`config.mk`:
```
export PLATFORM = sky130hd
export DESIGN_NAME = nrisc_ddata_arbiter_flat
export DESIGN_NICKNAME = d
export VERILOG_FILES = /design/src/rtl/nrisc_ddata_arbiter_if.sv /design/src/rtl/nrisc_ddata_arbiter.sv /design/src/flat_wrapper.sv
export SDC_FILE = /design/constraint.sdc
export NUM_CORES = 1
export LEC_CHECK = 0
export CORE_MARGIN = 2
export CORE_UTILIZATION = 24
export CTS_BUF_LIST = sky130_fd_sc_hd__clkbuf_2 sky130_fd_sc_hd__clkbuf_4 sky130_fd_sc_hd__clkbuf_8
export CTS_CLUSTER_DIAMETER = 200
export DETAILED_ROUTE_END_ITERATION = 7
export GPL_TIMING_DRIVEN = 0
export PLACE_DENSITY = 0.82
export SYNTH_ARGS = -nofsm -noshare
export SYNTH_HDL_FRONTEND = slang
export SYNTH_SLANG_ARGS = --single-unit
```
`constraint.sdc`:
```
create_clock -name clk -period 2.78 [get_ports clk]
set_input_delay 0.278 -clock clk [delete_from_list [all_inputs] [get_ports clk]]
set_output_delay 0.278 -clock clk [all_outputs]
set_load 0.1 [all_outputs]
```
`src/rtl/nrisc_ddata_arbiter_if.sv`:
```
// ---------------------------------------------------------------------------
// nrisc_ddata_arbiter_if
// Bundle of every signal around the D-Data arbiter: the core port, the DMA
// port, the shared load-return path and the single-port memory behind it.
//
// Parameters:
//   TAM      data word width
//   N_DData  D-Data address width
//
// Modports:
//   slave   arbiter view: consumes the master requests and mem_dout, and
//           drives the grants, the rvalids, rdata and every mem_* output
//   master  environment view: drives the requests and mem_dout, and
//           observes everything the arbiter produces
// ---------------------------------------------------------------------------
interface nrisc_ddata_arbiter_if #(
   parameter int TAM     = 16,
   parameter int N_DData = 16
);
   // core master port
   logic               core_req;
   logic [N_DData-1:0] core_addr;
   logic [TAM-1:0]     core_wdata;
   logic               core_we;
   logic [2:0]         core_ctrl;
   logic               core_gnt;

   // DMA master port
   logic               dma_req;
   logic               dma_lock;
   logic [N_DData-1:0] dma_addr;
   logic [TAM-1:0]     dma_wdata;
   logic               dma_we;
   logic [2:0]         dma_ctrl;
   logic               dma_gnt;

   // shared load return
   logic [TAM-1:0]     rdata;
   logic               core_rvalid;
   logic               dma_rvalid;

   // memory side
   logic [N_DData-1:0] mem_addr;
   logic [TAM-1:0]     mem_din;
   logic [2:0]         mem_ctrl;
   logic               mem_load;
   logic               mem_write;
   logic [TAM-1:0]     mem_dout;

   modport slave (
      input  core_req, core_addr, core_wdata, core_we, core_ctrl,
      input  dma_req, dma_lock, dma_addr, dma_wdata, dma_we, dma_ctrl,
      input  mem_dout,
      output core_gnt, dma_gnt, rdata, core_rvalid, dma_rvalid,
      output mem_addr, mem_din, mem_ctrl, mem_load, mem_write
   );

   modport master (
      output core_req, core_addr, core_wdata, core_we, core_ctrl,
      output dma_req, dma_lock, dma_addr, dma_wdata, dma_we, dma_ctrl,
      output mem_dout,
      input  core_gnt, dma_gnt, rdata, core_rvalid, dma_rvalid,
      input  mem_addr, mem_din, mem_ctrl, mem_load, mem_write
   );
endinterface

```
`src/rtl/nrisc_ddata_arbiter.sv`:
```
// ---------------------------------------------------------------------------
// nrisc_ddata_arbiter
// Arbitrates the single D-Data memory port between the CPU core and a DMA
// engine. The core normally wins, but a DMA refused STARVE_MAX cycles in a
// row is forced a grant. A DMA that is granted while asserting dma_lock keeps
// the bus until it drops dma_lock or dma_req. Grants and memory-side signals
// are combinational; load-valid flags are registered (1-cycle load latency).
//
// Parameters:
//   TAM         data word width
//   N_DData     D-Data address width
//   STARVE_MAX  refused DMA cycles before a forced DMA grant (1-255)
//
// Ports:
//   clk    clock, all state updates on the rising edge
//   rst_n  asynchronous active-low reset
//   bus    nrisc_ddata_arbiter_if.slave: core/DMA ports, rdata + rvalids,
//          memory address/data/size and load/store strobes
// ---------------------------------------------------------------------------
module nrisc_ddata_arbiter #(
   parameter int TAM        = 16,
   parameter int N_DData    = 16,
   parameter int STARVE_MAX = 4
) (
   input  logic                  clk,
   input  logic                  rst_n,
   nrisc_ddata_arbiter_if.slave  bus
);

   localparam logic [7:0] STARVE_LIM = 8'(STARVE_MAX);

   typedef enum logic [1:0] {
      IDLE     = 2'd0,
      CORE     = 2'd1,
      DMA_LOCK = 2'd2
   } state_t;

   state_t     state;
   logic [7:0] starve_cnt;
   logic       core_gnt;
   logic       dma_gnt;
   logic       core_rvalid_q;
   logic       dma_rvalid_q;

   // Grant decision. Gating with rst_n makes every grant, and therefore every
   // mem_* output, drop to 0 the moment reset asserts, without a clock edge.
   always_comb begin
      core_gnt = 1'b0;
      dma_gnt  = 1'b0;
      if (rst_n) begin
         if (state == DMA_LOCK) begin
            dma_gnt = bus.dma_req;
         end else if (bus.dma_req && (starve_cnt == STARVE_LIM || !bus.core_req)) begin
            dma_gnt = 1'b1;
         end else begin
            core_gnt = bus.core_req;
         end
      end
   end

   // Memory-side mux: the granted master drives the memory, otherwise all 0.
   always_comb begin
      bus.mem_addr  = {N_DData{1'b0}};
      bus.mem_din   = {TAM{1'b0}};
      bus.mem_ctrl  = 3'b000;
      bus.mem_load  = 1'b0;
      bus.mem_write = 1'b0;
      if (core_gnt) begin
         bus.mem_addr  = bus.core_addr;
         bus.mem_din   = bus.core_wdata;
         bus.mem_ctrl  = bus.core_ctrl;
         bus.mem_load  = ~bus.core_we;
         bus.mem_write = bus.core_we;
      end else if (dma_gnt) begin
         bus.mem_addr  = bus.dma_addr;
         bus.mem_din   = bus.dma_wdata;
         bus.mem_ctrl  = bus.dma_ctrl;
         bus.mem_load  = ~bus.dma_we;
         bus.mem_write = bus.dma_we;
      end
   end

   assign bus.core_gnt    = core_gnt;
   assign bus.dma_gnt     = dma_gnt;
   assign bus.rdata       = bus.mem_dout;
   assign bus.core_rvalid = core_rvalid_q;
   assign bus.dma_rvalid  = dma_rvalid_q;

   // State, starvation counter and load-valid flags. The lock is only entered
   // from an actual DMA grant, so a dma_lock raised while the core owns the
   // bus has no effect until the DMA wins normally. Inside DMA_LOCK the state
   // is kept only while the DMA is both requesting and still locking.
   always_ff @(posedge clk or negedge rst_n) begin
      if (!rst_n) begin
         state         <= IDLE;
         starve_cnt    <= 8'd0;
         core_rvalid_q <= 1'b0;
         dma_rvalid_q  <= 1'b0;
      end else begin
         if (dma_gnt && bus.dma_lock) begin
            state <= DMA_LOCK;
         end else if (core_gnt) begin
            state <= CORE;
         end else begin
            state <= IDLE;
         end

         if (dma_gnt || !bus.dma_req) begin
            starve_cnt <= 8'd0;
         end else if (starve_cnt < STARVE_LIM) begin
            starve_cnt <= starve_cnt + 8'd1;
         end

         core_rvalid_q <= core_gnt & ~bus.core_we;
         dma_rvalid_q  <= dma_gnt & ~bus.dma_we;
      end
   end

endmodule

```
`src/flat_wrapper.sv`:
```
// flat-port wrapper written by rule: the top's interface ports become plain ports
module nrisc_ddata_arbiter_flat 
#(
   parameter int TAM        = 16,
   parameter int N_DData    = 16,
   parameter int STARVE_MAX = 4
)
  (clk, rst_n, bus_core_req, bus_core_addr, bus_core_wdata, bus_core_we, bus_core_ctrl, bus_dma_req, bus_dma_lock, bus_dma_addr, bus_dma_wdata, bus_dma_we, bus_dma_ctrl, bus_mem_dout, bus_core_gnt, bus_dma_gnt, bus_rdata, bus_core_rvalid, bus_dma_rvalid, bus_mem_addr, bus_mem_din, bus_mem_ctrl, bus_mem_load, bus_mem_write);
  nrisc_ddata_arbiter_if #(.TAM(TAM), .N_DData(N_DData)) bus_i ();
  input  logic clk;
  input  logic rst_n;
  input wire logic [$bits(bus_i.core_req)-1:0] bus_core_req;
  input wire logic [$bits(bus_i.core_addr)-1:0] bus_core_addr;
  input wire logic [$bits(bus_i.core_wdata)-1:0] bus_core_wdata;
  input wire logic [$bits(bus_i.core_we)-1:0] bus_core_we;
  input wire logic [$bits(bus_i.core_ctrl)-1:0] bus_core_ctrl;
  input wire logic [$bits(bus_i.dma_req)-1:0] bus_dma_req;
  input wire logic [$bits(bus_i.dma_lock)-1:0] bus_dma_lock;
  input wire logic [$bits(bus_i.dma_addr)-1:0] bus_dma_addr;
  input wire logic [$bits(bus_i.dma_wdata)-1:0] bus_dma_wdata;
  input wire logic [$bits(bus_i.dma_we)-1:0] bus_dma_we;
  input wire logic [$bits(bus_i.dma_ctrl)-1:0] bus_dma_ctrl;
  input wire logic [$bits(bus_i.mem_dout)-1:0] bus_mem_dout;
  output wire logic [$bits(bus_i.core_gnt)-1:0] bus_core_gnt;
  output wire logic [$bits(bus_i.dma_gnt)-1:0] bus_dma_gnt;
  output wire logic [$bits(bus_i.rdata)-1:0] bus_rdata;
  output wire logic [$bits(bus_i.core_rvalid)-1:0] bus_core_rvalid;
  output wire logic [$bits(bus_i.dma_rvalid)-1:0] bus_dma_rvalid;
  output wire logic [$bits(bus_i.mem_addr)-1:0] bus_mem_addr;
  output wire logic [$bits(bus_i.mem_din)-1:0] bus_mem_din;
  output wire logic [$bits(bus_i.mem_ctrl)-1:0] bus_mem_ctrl;
  output wire logic [$bits(bus_i.mem_load)-1:0] bus_mem_load;
  output wire logic [$bits(bus_i.mem_write)-1:0] bus_mem_write;
  assign bus_i.core_req = bus_core_req;
  assign bus_i.core_addr = bus_core_addr;
  assign bus_i.core_wdata = bus_core_wdata;
  assign bus_i.core_we = bus_core_we;
  assign bus_i.core_ctrl = bus_core_ctrl;
  assign bus_i.dma_req = bus_dma_req;
  assign bus_i.dma_lock = bus_dma_lock;
  assign bus_i.dma_addr = bus_dma_addr;
  assign bus_i.dma_wdata = bus_dma_wdata;
  assign bus_i.dma_we = bus_dma_we;
  assign bus_i.dma_ctrl = bus_dma_ctrl;
  assign bus_i.mem_dout = bus_mem_dout;
  assign bus_core_gnt = bus_i.core_gnt;
  assign bus_dma_gnt = bus_i.dma_gnt;
  assign bus_rdata = bus_i.rdata;
  assign bus_core_rvalid = bus_i.core_rvalid;
  assign bus_dma_rvalid = bus_i.dma_rvalid;
  assign bus_mem_addr = bus_i.mem_addr;
  assign bus_mem_din = bus_i.mem_din;
  assign bus_mem_ctrl = bus_i.mem_ctrl;
  assign bus_mem_load = bus_i.mem_load;
  assign bus_mem_write = bus_i.mem_write;
  nrisc_ddata_arbiter #(.TAM(TAM), .N_DData(N_DData), .STARVE_MAX(STARVE_MAX)) u_core (.clk(clk), .rst_n(rst_n), .bus(bus_i));
endmodule
```
==> results.py <==
metrics = {
    "place": {
        "dp_hpwl_mm": 3.39,
        "placed_cell_area_sq_um": 2440,
        "port_buffers": 133,
        "gp_congestion": 0.746,
    },
    "logic_synthesis": {
        "synth_seq_cells": 12,
        "synth_ff_type": "dfrtp_1",
        "ys_seq_area_share_pct": 29.0,
        "synth_edf_count": 0,
        "synth_nets": 203,
        "netlist_area_sq_um": 1030,
        "synth_cells": 108,
        "syn_area_per_cell_sq_um": 9.58,
        "synth-async-reset-ratio_pct": 100,
        "yosys_warnings": 0,
        "ys_types": 25,
    },
    "critical_path": {
        "crit_type": "flop to output pin",
        "cpMostUsedCell": "buf_4",
        "crit_chain": "inv_1 > ha_1 > nand2_1 > nor4_4 > o211a_1 > clkbuf_4 > buf_4 > a22o_1 > buf_4",
        "required_ns": 2.50,
        "crit_path_start": "u_core.starve_cnt[0]",
        "cpLargestDelayFamily": "buffers and inverters",
        "slowest_delay_ns": 0.41,
        "path_max_fanout": 10,
        "r2r-start": "u_core.starve_cnt[6]",
        "start_kind": "flop",
        "crit_arrival_ns": 2.36,
        "slowest_stage": "dfrtp_1",
        "end_kind": "output pin",
        "cp_num_buf_inv": 4,
    },
    "global_routing": {
        "antenna_found_initial": 0,
        "grt-ovfl-total": 0,
        "grt_pass1_vias": 1385,
        "grt_max_degree": 16,
        "grt_pass1_wl_mm": 6.49,
        "track_usage_pct": 16.0,
    },
    "die": {
        "coreArea_sq_um": 4090,
        "die_h_microns": 69.7,
        "io_pins": 150,
        "core.rowCount": 23,
        "die_w_microns": 69.7,
        "die_area_sq_um": 4850,
        "start_util_pct": 25.3,
    },
    "clocking": {
        "clkLatencyLatePin_ns": 0.24,
        "tritoncts": "done",
        "numCtsBuffers": 3,
        "clock-sinks": 12,
        "htreeDepth": 1,
        "clk_pin_slew_ns": 0.06,
        "root_buffer": "clkbuf_8",
        "postCtsHoldBufs": 0,
        "max-clock-path-buffers": 2,
        "post-cts-setup-buffer-count": 0,
    },
    "finish": {
        "drive_above_1_share_pct": 32.2,
        "nFillCells": 385,
        "finalInstanceArea_sq_um": 2450,
        "final-seq-area_sq_um": 300,
        "final_cell_mix": "clkdlybuf4s50_1, buf_4, a22o_1",
        "num_antenna_cells": 0,
        "multi_input_area_sq_um": 566,
        "layout-area-overhead-vs-synth_pct": 137,
        "final_common_cell": "clkdlybuf4s50_1",
        "fin_nets": 341,
    },
    "sta": {
        "skew_ns": 0.00471,
        "rsz0062_at_grt": "false",
        "final_max_slew_viol_count": 0,
        "final.period_utilization_pct": 95.0,
        "tightestPinTransition_ns": 0.973,
        "setup_violations": 0,
        "period_minus_slack_ns": 2.64,
        "slew_headroom_pct": 35.0,
        "fin_tns_setup_ns": 0,
        "hold_violations": 0,
        "max_freq_mhz": 378,
    },
    "routing": {
        "vias": 1342,
        "wl_per_cell_microns": 13.5,
        "drtIter0Drc": 29,
        "dr.pass1.iters": 4,
        "vias_per_cell": 4.55,
        "antenna_left": 0,
        "drc": 0,
        "routed_wirelength_mm": 3.97,
    },
    "power": {
        "ir_worst_vdd_mv": 0.193,
        "power_density_nw_per_um2": 427,
        "p_leak_nw": 1.16,
    },
    "flow_run": {
        "cap_viol_max_count": 0,
    },
    "worst_hold_path": {
        "hold_class": "input pin to async pin",
    },
    "run_status": {
        "status": "completed",
    },
}
==> cells in the mapped netlist, types with 2 or more instances <==
| master | number | area share (%) |
|---|---|---|
| a22o_1 | 37 | 31 |
| and2_1 | 2 | 1.2 |
| and3_1 | 7 | 4.2 |
| buf_2 | 4 | 1.9 |
| buf_4 | 17 | 12 |
| clkbuf_1 | 3 | 1.1 |
| dfrtp_1 | 12 | 29 |
| ha_1 | 2 | 2.4 |
| inv_1 | 7 | 2.5 |
| nor3_1 | 2 | 0.97 |
==> cell type report <==
| class | instances | share of cell area [%] |
|---|---|---|
| multi-input cells | 64 | 23.1 |
| clock buffers | 4 | 2.25 |
| repair buffers | 133 | 51.5 |
| flip-flops and latches | 12 | 12.3 |
| plain buffers | 25 | 7.26 |
| well taps | 50 | 2.56 |
| inverters | 7 | 1.07 |
==> layer usage <==
layer | global-route usage, % | part of all wire [%]
met1 | 18.0 | 36
met2 | 29.3 | 54
met3 | 4.80 | 9.2
met4 | 4.49 | 1.0
met5 | 0 | 0
==> cell families after synthesis <==
| family | share of synthesized area, % |
|---|---|
| AOI/OAI and AO/OA | 35.1 |
| buffers and inverters | 19.0 |
| and+or+nand+nor | 12.6 |
| DFF | 29.0 |
| adders and majority gates | 2.42 |
| xor gates and xnor gates | 0.847 |
| muxes | 1.09 |
==> state kept, by name (all words and copies together) (netlist names) <==
signal and cells:
u_core.bus.core_rvalid 1, u_core.bus.dma_rvalid 1, u_core.starve_cnt 8, u_core.state 2
==> repair_timing <==
action / in CTS / in global routing
endpoints found under the setup margin: 39 / 10
resized for setup: 233 / 11
pin swaps: 0 / 1
cloned: 0 / 0
==> path summary, 6_finish.rpt <==
kind                            depth (start not counted)  slack (ns)              endpoint
max in group asynchronous                               1        2.23  u_core.starve_cnt[2]
worst min register to register                          1        0.51  u_core.starve_cnt[3]
worst max register to register                          4        0.95  u_core.starve_cnt[1]
worst min-delay path                                    1        0.15  u_core.starve_cnt[7]
worst max-delay path                                    9        0.14        bus_mem_din[1]
min in group clk                                        1        0.51  u_core.starve_cnt[3]
==> stage by stage <==
stage | cells | util [%] | total power [mW] | hold slack [ns] | worst slack [ns]
finish | 295 | 59.9 | 1.05 | 0.150 | 0.138
global route | 295 | 59.9 | 1.08 | 0.195 | 0.0115
CTS | 295 | 58.8 | 1.04 | 0.171 | 0.0240
detailed placement | 291 | 59.7 | 0.861 | 0.505 | -1.15
global placement | 291 | 59.7 | 0.856 | 0.502 | -1.10
floorplan | 108 | - | 0.643 | -0.0176 | 0.0703
==> power by group <==
| group | switching (mW) | total, mW | internal [mW] |
|---|---|---|---|
| logic | 0.448 | 0.668 | 0.220 |
| clock network | 0.0689 | 0.194 | 0.125 |
| registers | 0.00345 | 0.183 | 0.180 |
| total | 0.520 | 1.05 | 0.525 |
Power figures use the tool's default switching activity.
